## src/rtl/ir_pkg.sv

```systemverilog
// Shared constants and types for the IR line-sensor scan scheduler.
package ir_pkg;

    localparam int unsigned NUM_IR = 8;
    localparam int unsigned ADC_W  = 12;

    typedef enum logic [2:0] {
        StIdle,
        StSettle,
        StStart,
        StWait,
        StDone
    } ir_state_e;

    // A2D channel for scan index 0..7 (R0,R1,R2,R3,L0,L1,L2,L3).
    localparam logic [2:0] CHNL_MAP [NUM_IR] = '{3'd1, 3'd0, 3'd4, 3'd2, 3'd3, 3'd7, 3'd6, 3'd5};

endpackage

```

## src/rtl/ir_period_timer.sv

```systemverilog
// Free-running frame timer: counts 0..PERIOD_CYCLES-1 while enabled, held at 0 otherwise.
module ir_period_timer #(
    parameter int unsigned PERIOD_CYCLES = 1_000_000
) (
    input  logic clk,
    input  logic rst_n,
    input  logic en_i,
    output logic tick_o
);

    localparam int unsigned CW = $clog2(PERIOD_CYCLES);

    logic [CW-1:0] cnt_q, cnt_d;
    logic          at_end;

    assign at_end = (cnt_q == CW'(PERIOD_CYCLES - 1));
    assign tick_o = en_i & at_end;

    // Next count: clear when disabled, wrap at the terminal count.
    always_comb begin
        cnt_d = cnt_q + CW'(1);
        if (!en_i || at_end) begin
            cnt_d = '0;
        end
    end

    // Counter state.
    always_ff @(posedge clk or negedge rst_n) begin
        if (!rst_n) begin
            cnt_q <= '0;
        end else begin
            cnt_q <= cnt_d;
        end
    end

endmodule

```

## src/rtl/ir_scan_sched.sv

```systemverilog
// Per-frame IR acquisition: power emitters, settle, run eight A2D conversions, publish a coherent set.
module ir_scan_sched
    import ir_pkg::*;
#(
    parameter int unsigned PERIOD_CYCLES  = 1_000_000,
    parameter int unsigned SETTLE_CYCLES  = 4096,
    parameter int unsigned TIMEOUT_CYCLES = 1024
) (
    input  logic              clk,
    input  logic              rst_n,
    input  logic              en,
    input  logic              cnv_cmplt,
    input  logic [ADC_W-1:0]  res,
    output logic              strt_cnv,
    output logic [2:0]        chnnl,
    output logic              IR_en,
    output logic [ADC_W-1:0]  IR_R0,
    output logic [ADC_W-1:0]  IR_R1,
    output logic [ADC_W-1:0]  IR_R2,
    output logic [ADC_W-1:0]  IR_R3,
    output logic [ADC_W-1:0]  IR_L0,
    output logic [ADC_W-1:0]  IR_L1,
    output logic [ADC_W-1:0]  IR_L2,
    output logic [ADC_W-1:0]  IR_L3,
    output logic              IR_vld,
    output logic              busy,
    output logic              frame_ovr,
    output logic              a2d_err
);

    // One counter serves both the settle delay and the per-conversion timeout.
    localparam int unsigned CNT_MAX = (SETTLE_CYCLES > TIMEOUT_CYCLES) ? SETTLE_CYCLES
                                                                       : TIMEOUT_CYCLES;
    localparam int unsigned CNT_W   = (CNT_MAX > 1) ? $clog2(CNT_MAX) : 1;
    localparam logic [2:0]  IDX_LAST = 3'(NUM_IR - 1);

    ir_state_e        state_q;
    logic [CNT_W-1:0] cnt_q;
    logic [2:0]       idx_q;
    logic [ADC_W-1:0] staging_q [NUM_IR-1];
    logic [ADC_W-1:0] ir_q      [NUM_IR];
    logic             strt_cnv_q, ir_en_q, ir_vld_q, frame_ovr_q, a2d_err_q;
    logic [2:0]       chnnl_q;
    logic             tick;

    ir_period_timer #(
        .PERIOD_CYCLES(PERIOD_CYCLES)
    ) u_timer (
        .clk   (clk),
        .rst_n (rst_n),
        .en_i  (en),
        .tick_o(tick)
    );

    // Scan FSM; all outputs registered. The last reading bypasses staging so IR_* are
    // already valid in the IR_vld cycle.
    always_ff @(posedge clk or negedge rst_n) begin
        if (!rst_n) begin
            state_q     <= StIdle;
            cnt_q       <= '0;
            idx_q       <= '0;
            strt_cnv_q  <= 1'b0;
            chnnl_q     <= '0;
            ir_en_q     <= 1'b0;
            ir_vld_q    <= 1'b0;
            frame_ovr_q <= 1'b0;
            a2d_err_q   <= 1'b0;
            for (int i = 0; i < NUM_IR - 1; i++) staging_q[i] <= '0;
            for (int i = 0; i < NUM_IR; i++)     ir_q[i]      <= '0;
        end else begin
            strt_cnv_q  <= 1'b0;
            ir_vld_q    <= 1'b0;
            a2d_err_q   <= 1'b0;
            frame_ovr_q <= tick && (state_q != StIdle);
            unique case (state_q)
                StIdle: begin
                    if (tick) begin
                        state_q <= StSettle;
                        ir_en_q <= 1'b1;
                        cnt_q   <= '0;
                    end
                end
                StSettle: begin
                    if (cnt_q == CNT_W'(SETTLE_CYCLES - 1)) begin
                        state_q    <= StStart;
                        strt_cnv_q <= 1'b1;
                        chnnl_q    <= CHNL_MAP[idx_q];
                    end else begin
                        cnt_q <= cnt_q + CNT_W'(1);
                    end
                end
                StStart: begin
                    cnt_q   <= '0;
                    state_q <= StWait;
                end
                StWait: begin
                    if (cnv_cmplt) begin
                        if (idx_q == IDX_LAST) begin
                            for (int i = 0; i < NUM_IR - 1; i++) ir_q[i] <= staging_q[i];
                            ir_q[NUM_IR-1] <= res;
                            ir_vld_q       <= 1'b1;
                            chnnl_q        <= '0;
                            state_q        <= StDone;
                        end else begin
                            for (int i = 0; i < NUM_IR - 1; i++) begin
                                if (idx_q == 3'(i)) staging_q[i] <= res;
                            end
                            idx_q      <= idx_q + 3'd1;
                            strt_cnv_q <= 1'b1;
                            chnnl_q    <= CHNL_MAP[idx_q + 3'd1];
                            state_q    <= StStart;
                        end
                    end else if (cnt_q == CNT_W'(TIMEOUT_CYCLES - 1)) begin
                        a2d_err_q <= 1'b1;
                        ir_en_q   <= 1'b0;
                        idx_q     <= '0;
                        chnnl_q   <= '0;
                        state_q   <= StIdle;
                    end else begin
                        cnt_q <= cnt_q + CNT_W'(1);
                    end
                end
                StDone: begin
                    ir_en_q <= 1'b0;
                    idx_q   <= '0;
                    state_q <= StIdle;
                end
                default: state_q <= StIdle;
            endcase
        end
    end

    assign strt_cnv  = strt_cnv_q;
    assign chnnl     = chnnl_q;
    assign IR_en     = ir_en_q;
    assign IR_vld    = ir_vld_q;
    assign frame_ovr = frame_ovr_q;
    assign a2d_err   = a2d_err_q;
    assign busy      = (state_q != StIdle);
    assign IR_R0     = ir_q[0];
    assign IR_R1     = ir_q[1];
    assign IR_R2     = ir_q[2];
    assign IR_R3     = ir_q[3];
    assign IR_L0     = ir_q[4];
    assign IR_L1     = ir_q[5];
    assign IR_L2     = ir_q[6];
    assign IR_L3     = ir_q[7];

endmodule

```

## config.mk

```make
export PLATFORM = sky130hd
export DESIGN_NAME = ir_scan_sched
export DESIGN_NICKNAME = d
export VERILOG_FILES = /design/src/rtl/ir_pkg.sv /design/src/rtl/ir_period_timer.sv /design/src/rtl/ir_scan_sched.sv
export SDC_FILE = /design/constraint.sdc
export NUM_CORES = 1
export LEC_CHECK = 0
export ABC_AREA = 1
export CORE_MARGIN = 8
export CORE_UTILIZATION = 45
export DETAILED_ROUTE_END_ITERATION = 6
export PLACE_DENSITY_LB_ADDON = 0.2
export RECOVER_POWER = 50
export SETUP_SLACK_MARGIN = 0.5
export SYNTH_ARGS = -nofsm -noshare
export SYNTH_HDL_FRONTEND = slang
export SYNTH_SLANG_ARGS = --single-unit
```

## constraint.sdc

```tcl
create_clock -name clk -period 2.6 [get_ports clk]
set_clock_uncertainty 0.15 [all_clocks]
set_input_delay 0.26 -clock clk [delete_from_list [all_inputs] [get_ports clk]]
set_output_delay 0.26 -clock clk [all_outputs]
set_load 0.01 [all_outputs]
```

==> report_table.html <==
<table>
<tr><th>Metric</th><th>Value</th></tr>
<tr><th colspan="2">Status</th></tr>
<tr><td>Run status</td><td>finished, final reports clean</td></tr>
<tr><th colspan="2">STA</th></tr>
<tr><td>Final period demand of the worst path</td><td>2.06 ns</td></tr>
<tr><td>Number of setup violations in the final report</td><td>0</td></tr>
<tr><td>Measured slew at the worst slew-check pin</td><td>1.30 ns</td></tr>
<tr><td>RSZ-0062 raised after global routing</td><td>true</td></tr>
<tr><td>Pins Over Slew Limit</td><td>0</td></tr>
<tr><td>Total count of hold-check failures in the final report</td><td>0</td></tr>
<tr><td>Post-Route Setup TNS</td><td>0 ns</td></tr>
<tr><td>Fmax</td><td>487 MHz</td></tr>
<tr><td>Worst-case headroom to the max-slew limit</td><td>13.4%</td></tr>
<tr><td>Share of the clock period used by the worst path after layout</td><td>79.1%</td></tr>
<tr><th colspan="2">Worst setup path</th></tr>
<tr><td>Crit path max-delay cell type</td><td>dfrtp_1</td></tr>
<tr><td>Kind of cell adding the most delay to the critical path</td><td>simple AND/OR/NAND/NOR gates</td></tr>
<tr><td>Worst Reg2Reg Path Length in Cells</td><td>8</td></tr>
<tr><td>Origin of the critical flop-to-flop path</td><td>idx_q[1]</td></tr>
<tr><td>CP Data Arrival Time</td><td>2.28 ns</td></tr>
<tr><td>Category of the worst setup path capture point</td><td>register</td></tr>
<tr><td>Worst setup path endpoint</td><td>staging_q[81]</td></tr>
<tr><td>Capture instance of the worst register-to-register path</td><td>staging_q[81]</td></tr>
<tr><td>Type of the worst setup path</td><td>register to register</td></tr>
<tr><td>Peak per-stage delay on the critical path</td><td>0.45 ns</td></tr>
<tr><td>Critical path fanouts, max</td><td>12</td></tr>
<tr><td>Type of origin of the critical path</td><td>register</td></tr>
<tr><td>Critical path, cell by cell</td><td>ha_1, ha_2, nor2_2, nand2_4, clkinv_8, nand3_4, nand2_1, o21ai_1</td></tr>
<tr><td>Crit. Startpoint</td><td>idx_q[1]</td></tr>
<tr><td>WP data required</td><td>2.83 ns</td></tr>
<tr><td>WP depth</td><td>8</td></tr>
<tr><td>FF-to-FF setup slack</td><td>0.54 ns</td></tr>
<tr><td>Count of buffer and inverter cells on the critical path</td><td>1</td></tr>
<tr><th colspan="2">Synth</th></tr>
<tr><td>Post-synth top cells</td><td>nand2_1 (444), dfrtp_1 (226), o21ai_1 (63), nor2_1 (60), inv_1 (53)</td></tr>
<tr><td>#FFs+latches synth</td><td>226</td></tr>
<tr><td>Cell with the most instances after synthesis</td><td>nand2_1</td></tr>
<tr><td>Instance count of the mapped netlist</td><td>1050</td></tr>
<tr><td>Top FF cell, synth</td><td>dfrtp_1</td></tr>
<tr><td>Sequential cell area fraction in the yosys report</td><td>59.8%</td></tr>
<tr><td>Synthesized Nets</td><td>1074</td></tr>
<tr><td>Proportion of synthesized flip-flops having asynchronous set or reset</td><td>100%</td></tr>
<tr><td>Top-area cell type share of the netlist area</td><td>59.8%</td></tr>
<tr><td>Summed instance area of the synthesized netlist</td><td>9460 um2</td></tr>
<tr><td>Yosys synthesis warning count</td><td>0</td></tr>
<tr><td>Dominant cells by area after synthesis</td><td>dfrtp_1 (60%), nand2_1 (18%), o21ai_1 (3.3%)</td></tr>
<tr><td>Library cell with the largest summed area after synthesis</td><td>dfrtp_1</td></tr>
<tr><td>Number of enable-type register cells in the synthesized netlist</td><td>0</td></tr>
<tr><td>Count of cell types in the netlist</td><td>33</td></tr>
<tr><td>Syn Area/Cell</td><td>9.01 um2</td></tr>
<tr><th colspan="2">Clock network</th></tr>
<tr><td>H-tree depth</td><td>1</td></tr>
<tr><td>Maximum buffer depth of the clock tree</td><td>3</td></tr>
<tr><td>Clk_lat worst skew</td><td>0.51 ns</td></tr>
<tr><td>Clock Pin Slew Worst Setup and Hold Paths</td><td>0.06 ns</td></tr>
<tr><td>CTS tree</td><td>yes</td></tr>
<tr><td>CTS sink cnt</td><td>226</td></tr>
<tr><td>TritonCTS buffer count</td><td>24</td></tr>
<tr><td>CTS Root Cell</td><td>clkbuf_16</td></tr>
<tr><th colspan="2">Pwr</th></tr>
<tr><td>Share of power burned in the clock network</td><td>48.2%</td></tr>
<tr><td>Total internal power</td><td>5.63 mW</td></tr>
<tr><td>Portion of total power attributed to combinational logic</td><td>2.4%</td></tr>
<tr><td>Leakage component of the power</td><td>5.92 nW</td></tr>
<tr><td>Sw Share</td><td>21.1%</td></tr>
<tr><td>Sequential fraction of design power</td><td>49.4%</td></tr>
<tr><td>Worst voltage drop across the vdd grid</td><td>0.000385 V</td></tr>
<tr><td>Net switching power figure</td><td>1.51 mW</td></tr>
<tr><td>Power density relative to cell area</td><td>593 nW/um2</td></tr>
<tr><th colspan="2">Floorplan</th></tr>
<tr><td>Area enclosed by the die boundary</td><td>25900 um2</td></tr>
<tr><td>Chip Height</td><td>161 um</td></tr>
<tr><td>IO Pins</td><td>121</td></tr>
<tr><td>Die span in x</td><td>161 um</td></tr>
<tr><td>FP Rows</td><td>53</td></tr>
<tr><td>Core box area</td><td>20800 um2</td></tr>
<tr><td>Effective utilization at floorplan</td><td>45.4%</td></tr>
<tr><th colspan="2">Finish</th></tr>
<tr><td>Layout Cells excl Fill</td><td>1480</td></tr>
<tr><td>Area growth from synthesis to final layout</td><td>27.4%</td></tr>
<tr><td>Count of inserted antenna diode cells</td><td>0</td></tr>
<tr><td>Share of layout cells above drive strength 1</td><td>9.29%</td></tr>
<tr><td>NumNets Final</td><td>1213</td></tr>
<tr><th colspan="2">Routing</th></tr>
<tr><td>Detail-routed via count per cell</td><td>5.03</td></tr>
<tr><td>First-pass detailed-route iteration total</td><td>7</td></tr>
<tr><td>Number of DRC markers after the initial detailed-route iteration</td><td>554</td></tr>
<tr><td>Detailed Route WL</td><td>24900 um</td></tr>
<tr><td>Antenna-violating nets left</td><td>0</td></tr>
<tr><td>Number of vias after detailed routing</td><td>7450</td></tr>
<tr><td>Number of design rule violations left after detail routing</td><td>0</td></tr>
<tr><td>Avg WL per Cell</td><td>16.8 um</td></tr>
<tr><th colspan="2">Global routing</th></tr>
<tr><td>Busiest layer in global routing</td><td>met2</td></tr>
<tr><td>GR met2 Demand/Resource</td><td>28.3%</td></tr>
<tr><td>Pin count of the biggest net entering global routing</td><td>109</td></tr>
<tr><td>First-pass GRT wire length</td><td>38500 um</td></tr>
<tr><td>Aggregate global routing overflow</td><td>0</td></tr>
<tr><td>Global-route usage over all layers</td><td>18.1%</td></tr>
<tr><td>Global-route track usage on met3</td><td>3.21%</td></tr>
<tr><td>Number of global-route vias before repair</td><td>7150</td></tr>
<tr><td>M1 GR Usage</td><td>25.7%</td></tr>
<tr><td>Initial antenna violation count</td><td>0</td></tr>
<tr><th colspan="2">Place</th></tr>
<tr><td>Final RePlAce weighted congestion</td><td>0.840</td></tr>
<tr><td>Number of cells after detailed placement</td><td>1414</td></tr>
<tr><td>HPWL reported at the end of detailed placement</td><td>14900 um</td></tr>
<tr><td>Number of input and output port buffers inserted</td><td>120</td></tr>
<tr><th colspan="2">Flow run</th></tr>
<tr><td>Number of violations of the max-capacitance limit</td><td>0</td></tr>
<tr><th colspan="2">Worst hold path</th></tr>
<tr><td>Type of the tightest min-delay check</td><td>primary input to register</td></tr>
</table>
state kept, by name, indices dropped and copies added, names as in the netlist, 12 cells and up:
register and count:
staging_q 84, IR_L2 12, IR_R3 12, IR_R0 12, IR_R2 12, IR_L1 12, IR_L0 12, IR_L3 12
IR_R1 12, cnt_q 12, u_timer.cnt_q 20
layout by cell type (no fill, tap or decap), types with 2 or more instances in the layout:
master	instances
nand2_1	444
o22ai_1	3
inv_2	2
nand2_4	3
nor2_2	3
nand4_1	9
clkbuf_1	2
o21ai_1	63
nor2_1	57
clkbuf_8	10
nand3_2	4
xor2_1	10
clkinv_2	4
o21ai_2	10
clkbuf_16	24
nand3_4	16
nand2_2	2
nor3_1	14
inv_1	51
dfrtp_1	225
clkdlybuf4s50_1	79
ha_1	7
buf_12	8
a21oi_1	10
xnor2_1	5
dlygate4sd3_1	40
nor2_4	3
clkinv_8	3
buf_4	12
nand3_1	32
o21ai_0	36
power groups by stage:
stage	Combinational (mW)	Clock [mW]	Sequential [mW]
floorplan	0.0294	0	3.59
global placement	0.175	0	3.59
detailed placement	0.176	0	3.59
CTS	0.179	3.52	3.52
global route	0.193	3.66	3.52
finish	0.172	3.45	3.52
layer usage:
metal,share of wire [%],vias to the layer above
li1,-,3637
met5,0,-
met1,46,3588
met2,46,189
met4,1.9,0
met3,5.6,36
worst min path at each step:
| stage | start | to | cells past startpoint |
|---|---|---|---|
| 4_1_cts | en | frame_ovr | 3 |
| 6_report | en | frame_ovr | 3 |
| 3_3_place_gp | rst_n | IR_vld | 1 |
| 5_1_grt | en | frame_ovr | 3 |
| 2_1_floorplan | rst_n | IR_L0[0] | 0 |
| 3_5_place_dp | rst_n | IR_vld | 1 |
metrics by stage:
stage	setup WS [ns]	hold slack (ns)	utilization, %	instance area (um2)	power (mW)
2_1_floorplan	0.750	-0.186	-	9460	3.62
3_3_place_gp	0.457	0.191	52.3	10900	3.76
3_5_place_dp	0.429	0.188	52.3	10900	3.77
4_1_cts	0.457	0.184	56.3	11700	7.22
5_1_grt	0.358	0.217	57.9	12000	7.37
6_report	0.545	0.209	57.9	12000	7.14
cells by family (layout without fill, tap and decap cells):
logic type / Yosys count / count (layout) / share of synthesized area, %
AOI/OAI and AO/OA: 123 / 123 / 6.97
xor gates and xnor gates: 15 / 15 / 1.39
adders and majority gates: 8 / 8 / 1.06
buffers and inverters: 98 / 242 / 5.42
DFF: 226 / 226 / 59.8
and+or+nand+nor: 580 / 591 / 25.4
timing repair:
action                                  CTS  global route
gates cloned                              0            13
hold buffers                              1             0
buffers inserted                          1             9
hold endpoints to repair                 84             0
pin swaps                                 0             6
resized for setup                         5            27
endpoints found under the setup margin   42           127
layout make-up:
cell class	count	area, um2
clock buffers	36	746
repair inverters	2	25.0
inverters	57	233
well taps	275	344
flip-flops and latches	226	5660
fillers	1867	8770
repair buffers	141	1460
multi-input cells	737	3520
clock inverters	6	66.3
worst register-to-register path, stage by stage, from the launching register on:
cell	delay (ns)
dfrtp_1	0.45
ha_1	0.27
ha_2	0.22
nor2_2	0.15
nand2_4	0.16
clkinv_8	0.17
nand3_4	0.18
nand2_1	0.12
o21ai_1	0.07
No activity file was read; power rests on OpenSTA's default activity.
